===== config.mk =====
export PLATFORM = sky130hd
export DESIGN_NAME = instr_issue_queue
export DESIGN_NICKNAME = d
export VERILOG_FILES = /design/src/rtl/instr_issue_queue.sv
export SDC_FILE = /design/constraint.sdc
export NUM_CORES = 1
export LEC_CHECK = 0
export BUFFER_PORTS_ARGS = -buffer_cell sky130_fd_sc_hd__buf_2
export CORE_ASPECT_RATIO = 0.6
export CORE_MARGIN = 2
export CORE_UTILIZATION = 35
export CTS_CLUSTER_SIZE = 28
export DETAILED_ROUTE_END_ITERATION = 12
export PLACE_DENSITY = 0.51
export SYNTH_ARGS = -nofsm -noshare
export SYNTH_HDL_FRONTEND = slang
export SYNTH_SLANG_ARGS = --single-unit

===== constraint.sdc =====
create_clock -name clk -period 3.8 [get_ports clk]
set_input_delay 0.76 -clock clk [delete_from_list [all_inputs] [get_ports clk]]
set_output_delay 0.76 -clock clk [all_outputs]
set_load 0.01 [all_outputs]

===== src/rtl/instr_issue_queue.sv =====
// -----------------------------------------------------------------------------
// instr_issue_queue
//
// Buffers 16-bit instruction words from a host/loader in a small FIFO and
// issues them to the CPU as registered single-cycle strobes. Consecutive
// strobes are spaced at least GAP cycles apart, and issue can be paused with
// `hold`. The CPU has no backpressure, so all pacing is decided here.
//
// Optional feature macro: INSTR_DROP_NOP_EN
//   defined   -> a head word of 16'h0000 is popped silently. It takes one
//                cycle, does not start a gap countdown, and leaves
//                instruction_out unchanged.
//   undefined -> NOP words are issued like any other word.
//
// Reset `rst` is asynchronous and active-low.
// -----------------------------------------------------------------------------
module instr_issue_queue #(
    parameter int DEPTH = 8,  // FIFO entries, power of two, >= 2
    parameter int GAP   = 1   // minimum cycles between strobes, >= 1
) (
    input  logic                    clk,
    input  logic                    rst,
    input  logic [15:0]             wr_instr,
    input  logic                    wr_valid,
    output logic                    wr_ready,
    input  logic                    hold,
    output logic [15:0]             instruction_out,
    output logic                    instruction_valid,
    output logic [$clog2(DEPTH):0]  level,
    output logic                    empty,
    output logic                    overflow,
    input  logic                    ovf_clr
);

    localparam int PTR_W = $clog2(DEPTH);
    localparam int LVL_W = PTR_W + 1;
    // Wide enough to hold GAP-1; a single bit when GAP==1 (counter unused).
    localparam int CNT_W = (GAP > 1) ? $clog2(GAP) : 1;

    typedef enum logic [1:0] {
        S_IDLE,   // free to pop whenever the queue has a word and hold is low
        S_ISSUE,  // strobe is on the output this cycle
        S_WAIT    // counting down the remainder of the issue gap
    } state_t;

    state_t             state_q, state_d;
    logic [CNT_W-1:0]   cnt_q, cnt_d;

    logic [15:0]        mem [DEPTH];
    logic [PTR_W-1:0]   wr_ptr, rd_ptr;
    logic [15:0]        head;
    logic               full;
    logic               push;
    logic               pop;
    logic               strobe;
    logic               gap_open;
    logic               head_is_nop;

    // Status flags come from registered occupancy only, so a pop can never
    // reopen wr_ready within the same cycle.
    assign full     = (level == LVL_W'(DEPTH));
    assign empty    = (level == '0);
    assign wr_ready = !full;
    assign push     = wr_valid && wr_ready;
    assign head     = mem[rd_ptr];

`ifdef INSTR_DROP_NOP_EN
    assign head_is_nop = (head == 16'h0000);
`else
    assign head_is_nop = 1'b0;
`endif

    // Issue FSM state and gap counter registers.
    // NOTE: sequential state uses non-blocking assignments so every register
    // samples the pre-edge values, independent of statement order.
    always_ff @(posedge clk or negedge rst) begin
        if (!rst) begin
            state_q <= S_IDLE;
            cnt_q   <= '0;
        end else begin
            state_q <= state_d;
            cnt_q   <= cnt_d;
        end
    end

    // Next-state logic: decide whether the gap is open and whether to pop.
    // NOTE: every signal driven here gets a default first so no path can
    // leave it unassigned and infer a latch.
    always_comb begin
        state_d  = state_q;
        cnt_d    = cnt_q;
        pop      = 1'b0;
        strobe   = 1'b0;
        gap_open = 1'b0;

        case (state_q)
            S_IDLE: begin
                gap_open = 1'b1;
            end
            S_ISSUE: begin
                if (GAP == 1) begin
                    // Back-to-back: the issue cycle doubles as an idle cycle.
                    gap_open = 1'b1;
                end else begin
                    state_d = S_WAIT;
                    cnt_d   = CNT_W'(GAP - 1);
                end
            end
            S_WAIT: begin
                // The countdown runs regardless of hold; at 1 it expires and
                // this cycle behaves like IDLE.
                if (cnt_q == CNT_W'(1)) begin
                    gap_open = 1'b1;
                end else begin
                    cnt_d = cnt_q - CNT_W'(1);
                end
            end
            default: begin
                state_d = S_IDLE;
            end
        endcase

        if (gap_open) begin
            state_d = S_IDLE;
            if (!empty && !hold) begin
                pop = 1'b1;
                if (!head_is_nop) begin
                    strobe  = 1'b1;
                    state_d = S_ISSUE;
                end
            end
        end
    end

    // Instruction storage; written only on an accepted push.
    // NOTE: the storage array has no reset: occupancy and pointers define
    // which entries are meaningful, so stale contents are never observed.
    always_ff @(posedge clk) begin
        if (push) begin
            mem[wr_ptr] <= wr_instr;
        end
    end

    // FIFO pointers and occupancy; simultaneous push and pop leaves level alone.
    always_ff @(posedge clk or negedge rst) begin
        if (!rst) begin
            wr_ptr <= '0;
            rd_ptr <= '0;
            level  <= '0;
        end else begin
            if (push) begin
                wr_ptr <= wr_ptr + PTR_W'(1);
            end
            if (pop) begin
                rd_ptr <= rd_ptr + PTR_W'(1);
            end
            case ({push, pop})
                2'b10:   level <= level + LVL_W'(1);
                2'b01:   level <= level - LVL_W'(1);
                default: level <= level;
            endcase
        end
    end

    // Registered issue outputs; instruction_out keeps the last issued word.
    always_ff @(posedge clk or negedge rst) begin
        if (!rst) begin
            instruction_out   <= '0;
            instruction_valid <= 1'b0;
        end else begin
            instruction_valid <= strobe;
            if (strobe) begin
                instruction_out <= head;
            end
        end
    end

    // Sticky overflow: a write while full sets it, and set beats clear.
    always_ff @(posedge clk or negedge rst) begin
        if (!rst) begin
            overflow <= 1'b0;
        end else if (wr_valid && !wr_ready) begin
            overflow <= 1'b1;
        end else if (ovf_clr) begin
            overflow <= 1'b0;
        end
    end

endmodule


==> impl_metrics.toml, run 1 <==
[sta]
worstMarginPinSlew_ns = 1.19
setup_viol = 0
maxSlewViolCount = 0
holdWs_ns = 0.403
rsz0062_at_grt = "no"
finClkSkew_ns = 0.00923
fin_crit_sh = 0.758
fin_setup_tns_ns = 0
max_slew_margin = 0.207
hold_viol = 0
setup_slack_ns = 0.919
max_freq_ghz = 0.347
period_minus_slack_ns = 2.88

[drt]
vias_per_cell = 4.77
ant_nets = 0
wirelength_um = 12700
first_iter_violations = 182
drt-wirelength-per-cell_um = 18.6
dr.pass1.iters = 4
drc = 0
vias = 3266

[cts]
insertion_delay_ns = 0.41
cts.reportedPaths.clkPinSlew_ns = 0.07
cts-root-buf = "clkbuf_16"
postCtsSetupBuffers = 0
cts_tree = "built"
htree_num_levels = 4
post_cts_resized = 0
numCtsBuffers = 17
clock-sinks = 156
postCtsHoldBufs = 0
clk_path_buf_depth = 2

[floorplan]
initial_core_util = 0.358
die_h_um = 107
row_count = 37
coreArea_um2 = 17200
die_area_um2 = 18700
die_w_um = 175
ioPinCount = 45

[global_route]
antenna_found_initial = 0
grt_max_degree = 67
grt-ovfl-total = 0
grt_util_all_layers = 0.144
grt_first_pass_wirelength_um = 19700
grt_pass1_vias = 3293

[min_path]
min_path_type = "in -> async"

[synth]
synth_ff_type = "edfxtp_1"
synth.yosys.warnings = 0
synth_area_per_cell_um2 = 16.0
synth_area_leaders = "edfxtp_1, dfrtp_1, mux2i_1, a22oi_1, nand2_1"
synth_edf_count = 128
ys_types = 37
synth_area_um2 = 6160
ys_seq_elements = 156
synth_fp_nets = 411
synth_seq_area_share = 0.738
synth_cells = 384
yosysTopAreaCellShare = 0.624
synth_top_area_cell = "edfxtp_1"
async_flop_share = 0.179

[placement]
dp_slack_ns = 0.667
place_hpwl_um = 7240
dp_cells = 653
port_buffers = 44
dpl-instance-area_um2 = 6650
gp_congestion = 0.694

[run_status]
outcome = "complete, no violations"

[job]
drv_cap = 0

[finish]
final_cell_mix = "edfxtp_1, mux2i_1, nand2_1, buf_2, a22oi_1"
fin_util = 0.423
drive_above_1_share = 0.215
final_nets = 465
antenna_cells = 0
final_cell_count_no_fill = 685
fin_area_um2 = 7260
mostFrequentLayoutCell = "edfxtp_1"
syn2layout_area_growth_pct = 17.9

[pwr]
p_leak_nw = 2.77
power_density_nw_per_um2 = 790
p_seq_frac = 0.448
switching_share = 0.322
combPwrFrac = 0.247
ir_drop_mv = 0.322
p_int_mw = 3.88
p_sw_mw = 1.85
power_mw = 5.73
clkPwrFrac = 0.305

[critical_path]
critical_path_class = "reg -> reg"
cp-end-kind = "flop"
critPathLaunchType = "flop"
path_max_fanout = 20
required_ns = 4.09
crit_arrival_ns = 3.17
## routing by layer
layer / global-route usage / vias to the layer above / wire length [um]
met3: 0.0372 / 8 / 629
met4: 0.0411 / 0 / 77
met5: 0 / - / 0
met1: 0.204 / 1632 / 6260
li1: - / 1567 / -
met2: 0.221 / 59 / 5750
## registers in the layout, summed over array words and instances, names as in the netlist
| name | flops |
|---|---|
| rd_ptr | 3 |
| mem | 128 |
| overflow | 1 |
| instruction_valid | 1 |
| level | 4 |
| wr_ptr | 3 |
| instruction_out | 16 |
## path summary, 6_finish.rpt
kind | startpoint | to | slack, ns | cells past startpoint
max | level[2]$_DFFE_PN0P_ | level[3]$_DFFE_PN0P_ | 0.92 | 9
max reg2reg | level[2]$_DFFE_PN0P_ | level[3]$_DFFE_PN0P_ | 0.92 | 9
max in group asynchronous | rst | rd_ptr[0]$_DFFE_PN0P_ | 2.86 | 1
min in group clk | instruction_out[9]$_DFFE_PN0P_ | instruction_out[9]$_DFFE_PN0P_ | 0.48 | 2
min reg2reg | instruction_out[9]$_DFFE_PN0P_ | instruction_out[9]$_DFFE_PN0P_ | 0.48 | 2
min | rst | instruction_out[7]$_DFFE_PN0P_ | 0.40 | 1
## cells in the mapped netlist, types with 2 or more instances
library cell,number
o21ai_0,3
a22oi_1,32
inv_1,7
buf_2,4
xnor2_1,4
mux2i_1,65
dfrtp_1,28
nand2_1,45
nor2b_1,2
ha_1,5
nor3_1,3
buf_4,7
nand3_1,16
clkbuf_1,5
nor2_1,7
edfxtp_1,128
nand2b_1,3
## kinds of logic (layout without fill, tap and decap cells)
| kind of cell | count (synthesis) | count (layout) | synth area share |
|---|---|---|---|
| DFF | 156 | 156 | 0.738 |
| and+or+nand+nor | 87 | 87 | 0.0671 |
| buffers and inverters | 27 | 94 | 0.0238 |
| xor gates and xnor gates | 5 | 5 | 0.00711 |
| AOI/OAI and AO/OA | 38 | 38 | 0.0447 |
| adders and majority gates | 6 | 6 | 0.0134 |
| muxes | 65 | 65 | 0.106 |
## worst max-delay path, cell delays in order, from the launching register on
cell,delay [ns]
dfrtp_1,0.44
nor4_2,0.34
or2_1,0.14
buf_4,0.28
inv_4,0.18
ha_1,0.32
ha_1,0.30
a21oi_1,0.23
o21ai_0,0.15
o311ai_0,0.37
## final cells by class
type | count | area, um2
inverter | 9 | 36.3
fill | 1550 | 9910
clock buffer | 18 | 429
clock inverter | 14 | 184
timing repair buffer | 53 | 288
sequential | 156 | 4550
tap | 234 | 293
multi-input combinational | 201 | 1480
## power groups by stage
stage               Combinational [mW]  Clock [mW]  Sequential (mW)
floorplan                         1.08           0             2.43
global placement                  1.41           0             2.60
detailed placement                1.44           0             2.61
CTS                               1.44        1.78             2.58
global route                      1.57        1.87             2.62
finish                            1.42        1.75             2.57
Power figures use the tool's default switching activity.
==> inputs of run 2 (changes only) <==
==> constraint.sdc (replaced) <==
create_clock -name clk -period 2.7 [get_ports clk]
set_input_delay 0.54 -clock clk [delete_from_list [all_inputs] [get_ports clk]]
set_output_delay 0.54 -clock clk [all_outputs]
set_load 0.01 [all_outputs]
==> impl_metrics.toml, run 2 (synthesis gave the netlist of run 1 again) <==
[finish]
largest_reg_flops = 128
syn2layout_area_growth_pct = 18.9
top_register = "mem"
antenna_cells = 0
final_cell_count_no_fill = 697
final_nets = 477
mostFrequentLayoutCell = "edfxtp_1"
final_cell_mix = "edfxtp_1, mux2i_1, nand2_1, buf_2, a22oi_1"
drive_above_1_share = 0.231
top_regs = "mem (128), instruction_out (16), level (4)"

[pwr]
p_int_mw = 5.46
combPwrFrac = 0.275
switching_share = 0.326
ir_drop_mv = 0.477
p_sw_mw = 2.64
power_density_nw_per_um2 = 1110
power_mw = 8.10
clkPwrFrac = 0.295
p_seq_frac = 0.429
p_leak_nw = 2.82

[placement]
place_hpwl_um = 7540
dp_cells = 665
gp_congestion = 0.714
dp_slack_ns = -0.00805
port_buffers = 44

[sta]
finClkSkew_ns = 0.00947
maxSlewViolCount = 0
setup_viol = 0
max_freq_ghz = 0.397
holdWs_ns = 0.196
setup_slack_ns = 0.182
hold_viol = 0
rsz0062_at_grt = "no"
max_slew_margin = 0.489
worstMarginPinSlew_ns = 0.766
fin_crit_sh = 0.932
fin_setup_tns_ns = 0
period_minus_slack_ns = 2.52

[drt]
wl_met3_um = 454
vias = 3411
ant_nets = 0
first_iter_violations = 246
top_layer = "met4"
dr.pass1.iters = 4
vias_per_cell = 4.89
met1Wirelength_um = 6450
dr_wl_met2_um = 5870
drt-wirelength-per-cell_um = 18.6
wirelength_um = 13000
drc = 0

[floorplan]
die_w_um = 175
initial_core_util = 0.358
die_h_um = 107
die_area_um2 = 18700
row_count = 37
coreArea_um2 = 17200
ioPinCount = 45

[global_route]
grt_util_all_layers = 0.147
antenna_found_initial = 0
grt-ovfl-total = 0
grt_pass1_vias = 3357
grt_first_pass_wirelength_um = 19900
grt_max_degree = 36

[run_status]
outcome = "complete, no violations"

[critical_path]
cp-end-kind = "flop"
critical_path_class = "reg -> reg"
crit_arrival_ns = 2.82
path_max_fanout = 8
required_ns = 3.00
critPathLaunchType = "flop"

[cts]
clock-sinks = 156
cts-root-buf = "clkbuf_16"
postCtsSetupBuffers = 0
clk_path_buf_depth = 2
cts.reportedPaths.clkPinSlew_ns = 0.06
cts_tree = "built"
insertion_delay_ns = 0.42
numCtsBuffers = 17
htree_num_levels = 4

[min_path]
min_path_type = "in -> async"

[job]
drv_cap = 0
==> run 2: worst paths after layout <==
check / startpoint / endpoint / slack [ns] / cells past startpoint
worst max-delay path: level[2]$_DFFE_PN0P_ / level[3]$_DFFE_PN0P_ / 0.18 / 8
worst min-delay path: rst / instruction_out[7]$_DFFE_PN0P_ / 0.20 / 1
worst max register to register: level[2]$_DFFE_PN0P_ / level[3]$_DFFE_PN0P_ / 0.18 / 8
worst min register to register: instruction_out[11]$_DFFE_PN0P_ / instruction_out[11]$_DFFE_PN0P_ / 0.47 / 2
max in group asynchronous: rst / rd_ptr[0]$_DFFE_PN0P_ / 1.93 / 1
min in group clk: ovf_clr / overflow$_DFFE_PN0P_ / 0.31 / 2
==> run 2: per-stage QoR <==
step            util  cell area, um2
6_report       0.426            7320
5_1_grt        0.426            7320
4_1_cts        0.426            7320
3_5_place_dp   0.392            6730
3_3_place_gp   0.392            6730
2_1_floorplan      -            6160
==> run 2: layout make-up <==
type / count / area [um2]
clock inverters: 14 / 159
well taps: 234 / 293
multi-input cells: 201 / 1480
clock buffers: 18 / 429
repair buffers: 65 / 378
fillers: 1537 / 9850
inverters: 9 / 36.3
flip-flops and latches: 156 / 4550
==> run 2: power groups by stage <==
stage                     clock [mW]  combinational (mW)  sequential [mW]
after floorplan                    0                1.52             3.43
after global placement             0                2.22             3.51
after detailed placement           0                2.25             3.53
after CTS                       2.44                2.26             3.48
after global routing            2.54                2.46             3.53
final                           2.39                2.23             3.48
==> run 2: worst max-delay path, stage by stage (launching register included) <==
cell and delay (ns):
dfrtp_1 0.43, or4b_4 0.57, and2_4 0.20, inv_2 0.07, ha_2 0.25, ha_1 0.25, a21oi_1 0.21, o21ai_0 0.13
o311ai_1 0.28
==> run 2: timing repair <==
item / CTS / global route
setup endpoints to repair: 1 / 1
endpoints found under the hold margin: 0 / 0
gates resized for setup: 1 / 1
pin swaps: 0 / 1
hold buffers: 0 / 0
==> run 2: metal layers <==
metal	vias to the layer above	GRT usage
met5	-	0
met3	18	0.0280
met1	1744	0.209
met2	59	0.224
met4	0	0.0536
li1	1590	-
==> inputs of run 3 (changes only) <==
--- a/config.mk
+++ b/config.mk
@@ -11,7 +11,7 @@
 export CORE_UTILIZATION = 35
 export CTS_CLUSTER_SIZE = 28
 export DETAILED_ROUTE_END_ITERATION = 12
-export PLACE_DENSITY = 0.51
+export PLACE_DENSITY = 0.53
 export SYNTH_ARGS = -nofsm -noshare
 export SYNTH_HDL_FRONTEND = slang
 export SYNTH_SLANG_ARGS = --single-unit
==> constraint.sdc (replaced) <==
create_clock -name clk -period 2.3 [get_ports clk]
set_input_delay 0.46 -clock clk [delete_from_list [all_inputs] [get_ports clk]]
set_output_delay 0.46 -clock clk [all_outputs]
set_load 0.01 [all_outputs]
==> impl_metrics.toml, run 3 (synthesis gave the netlist of run 1 again) <==
[critical_path]
cp-startpoint = "level[2]$_DFFE_PN0P_"
cp-end-kind = "flop"
path_max_fanout = 4
r2r_start = "level[2]$_DFFE_PN0P_"
critPathLaunchType = "flop"
required_ns = 2.61
critical_path_class = "reg -> reg"
crit_arrival_ns = 2.56

[min_path]
min-delay-start = "ovf_clr"
min_path_type = "in -> reg"

[cts]
clock-sinks = 156
insertion_delay_ns = 0.41
clk_path_buf_depth = 2
numCtsBuffers = 17
cts.reportedPaths.clkPinSlew_ns = 0.06
htree_num_levels = 4
cts_tree = "built"
cts-root-buf = "clkbuf_16"

[pwr]
ir_drop_mv = 0.467
p_leak_nw = 2.90
power_density_nw_per_um2 = 1280
power_mw = 9.60

[finish]
syn2layout_area_growth_pct = 21.5
largest_reg_flops = 128
final_nets = 492
drive_above_1_share = 0.251
top_regs = "mem (128), instruction_out (16), level (4)"
fill_cells = 1522
final_cell_mix = "edfxtp_1, mux2i_1, nand2_1, buf_2, buf_4"
mostFrequentLayoutCell = "edfxtp_1"
top_register = "mem"
fin_area_um2 = 7480
final_cell_count_no_fill = 713

[sta]
fin_setup_tns_ns = 0
finClkSkew_ns = 0.0107
max_freq_ghz = 0.445
hold_viol = 0
max_slew_margin = 0.478
rsz0062_at_grt = "yes"
maxSlewViolCount = 0
setup_viol = 0
holdWs_ns = 0.244
worstMarginPinSlew_ns = 0.781
fin_crit_sh = 0.977
period_minus_slack_ns = 2.25

[drt]
dr.pass1.iters = 6
ant_nets = 0
first_iter_violations = 241
drt-wirelength-per-cell_um = 18.3
wirelength_um = 13100
vias = 3386
vias_per_cell = 4.75
drc = 0

[placement]
place_hpwl_um = 7990
port_buffers = 44
gp_congestion = 0.764
dp_cells = 678
dpl-instance-area_um2 = 6860

[floorplan]
die_h_um = 107
die_area_um2 = 18700
row_count = 37
coreArea_um2 = 17200
initial_core_util = 0.358
die_w_um = 175
ioPinCount = 45

[global_route]
grt_pass1_vias = 3375
grt_first_pass_wirelength_um = 19900
antenna_found_initial = 1
grt-ovfl-total = 0
grt_util_all_layers = 0.147
grt_max_degree = 29

[run_status]
outcome = "complete, no violations"

[job]
drv_cap = 0
==> run 3: what timing repair did <==
action                                  4_1_cts  5_1_grt
endpoints found under the setup margin        1        2
hold endpoints to repair                     13        0
hold buffers                                  1        0
pin swaps                                     0        3
resized for setup                             2        4
buffers inserted                              0        1
==> run 3: through the flow <==
stage	util	setup slack [ns]
floorplan	-	-0.158
global placement	0.400	0.0204
detailed placement	0.400	-0.0719
CTS	0.434	0.00695
global route	0.435	-0.0253
finish	0.436	0.0537
==> run 3: layout make-up <==
class / instances / area (um2) / share of cell area
Timing Repair Buffer: 80 / 518 / 0.0692
Clock inverter: 12 / 124 / 0.0166
Antenna cell: 1 / 2.50 / 0.000335
Multi-Input combinational cell: 201 / 1510 / 0.202
Inverter: 9 / 36.3 / 0.00485
Clock buffer: 20 / 447 / 0.0597
Sequential cell: 156 / 4550 / 0.608
Tap cell: 234 / 293 / 0.0391
==> run 3: critical path: stages (launching register included) <==
cell and delay (ns):
dfrtp_1 0.38, or4b_4 0.54, and2_4 0.18, inv_2 0.08
ha_4 0.17, ha_1 0.25, a21oi_2 0.19, o21ai_1 0.11
o311ai_1 0.26
==> run 3: worst paths after layout <==
path                                                   end  slack (ns)  depth (start not counted)
max                                   level[3]$_DFFE_PN0P_        0.05                          8
min                                   overflow$_DFFE_PN0P_        0.24                          2
max reg2reg                           level[3]$_DFFE_PN0P_        0.05                          8
min reg2reg                instruction_out[12]$_DFFE_PN0P_        0.47                          2
max in group asynchronous  instruction_out[12]$_DFFE_PN0P_        1.20                          3
min in group asynchronous            rd_ptr[0]$_DFFE_PN0P_        0.52                          2
==> run 3: power breakdown <==
| group | leakage [nW] | switching, mW | internal [mW] | total, mW |
|---|---|---|---|---|
| Clock | 0.275 | 1.05 | 1.62 | 2.67 |
| Sequential | 1.50 | 0.296 | 3.66 | 3.95 |
| Combinational | 1.12 | 1.70 | 1.28 | 2.98 |
==> run 3: metal layers <==
metal / vias to the layer above / GRT usage / part of all wire
li1: 1615 / - / -
met1: 1684 / 0.217 / 0.51
met2: 81 / 0.214 / 0.43
met3: 6 / 0.0365 / 0.060
met4: 0 / 0.0446 / 0.0050
met5: - / 0 / 0
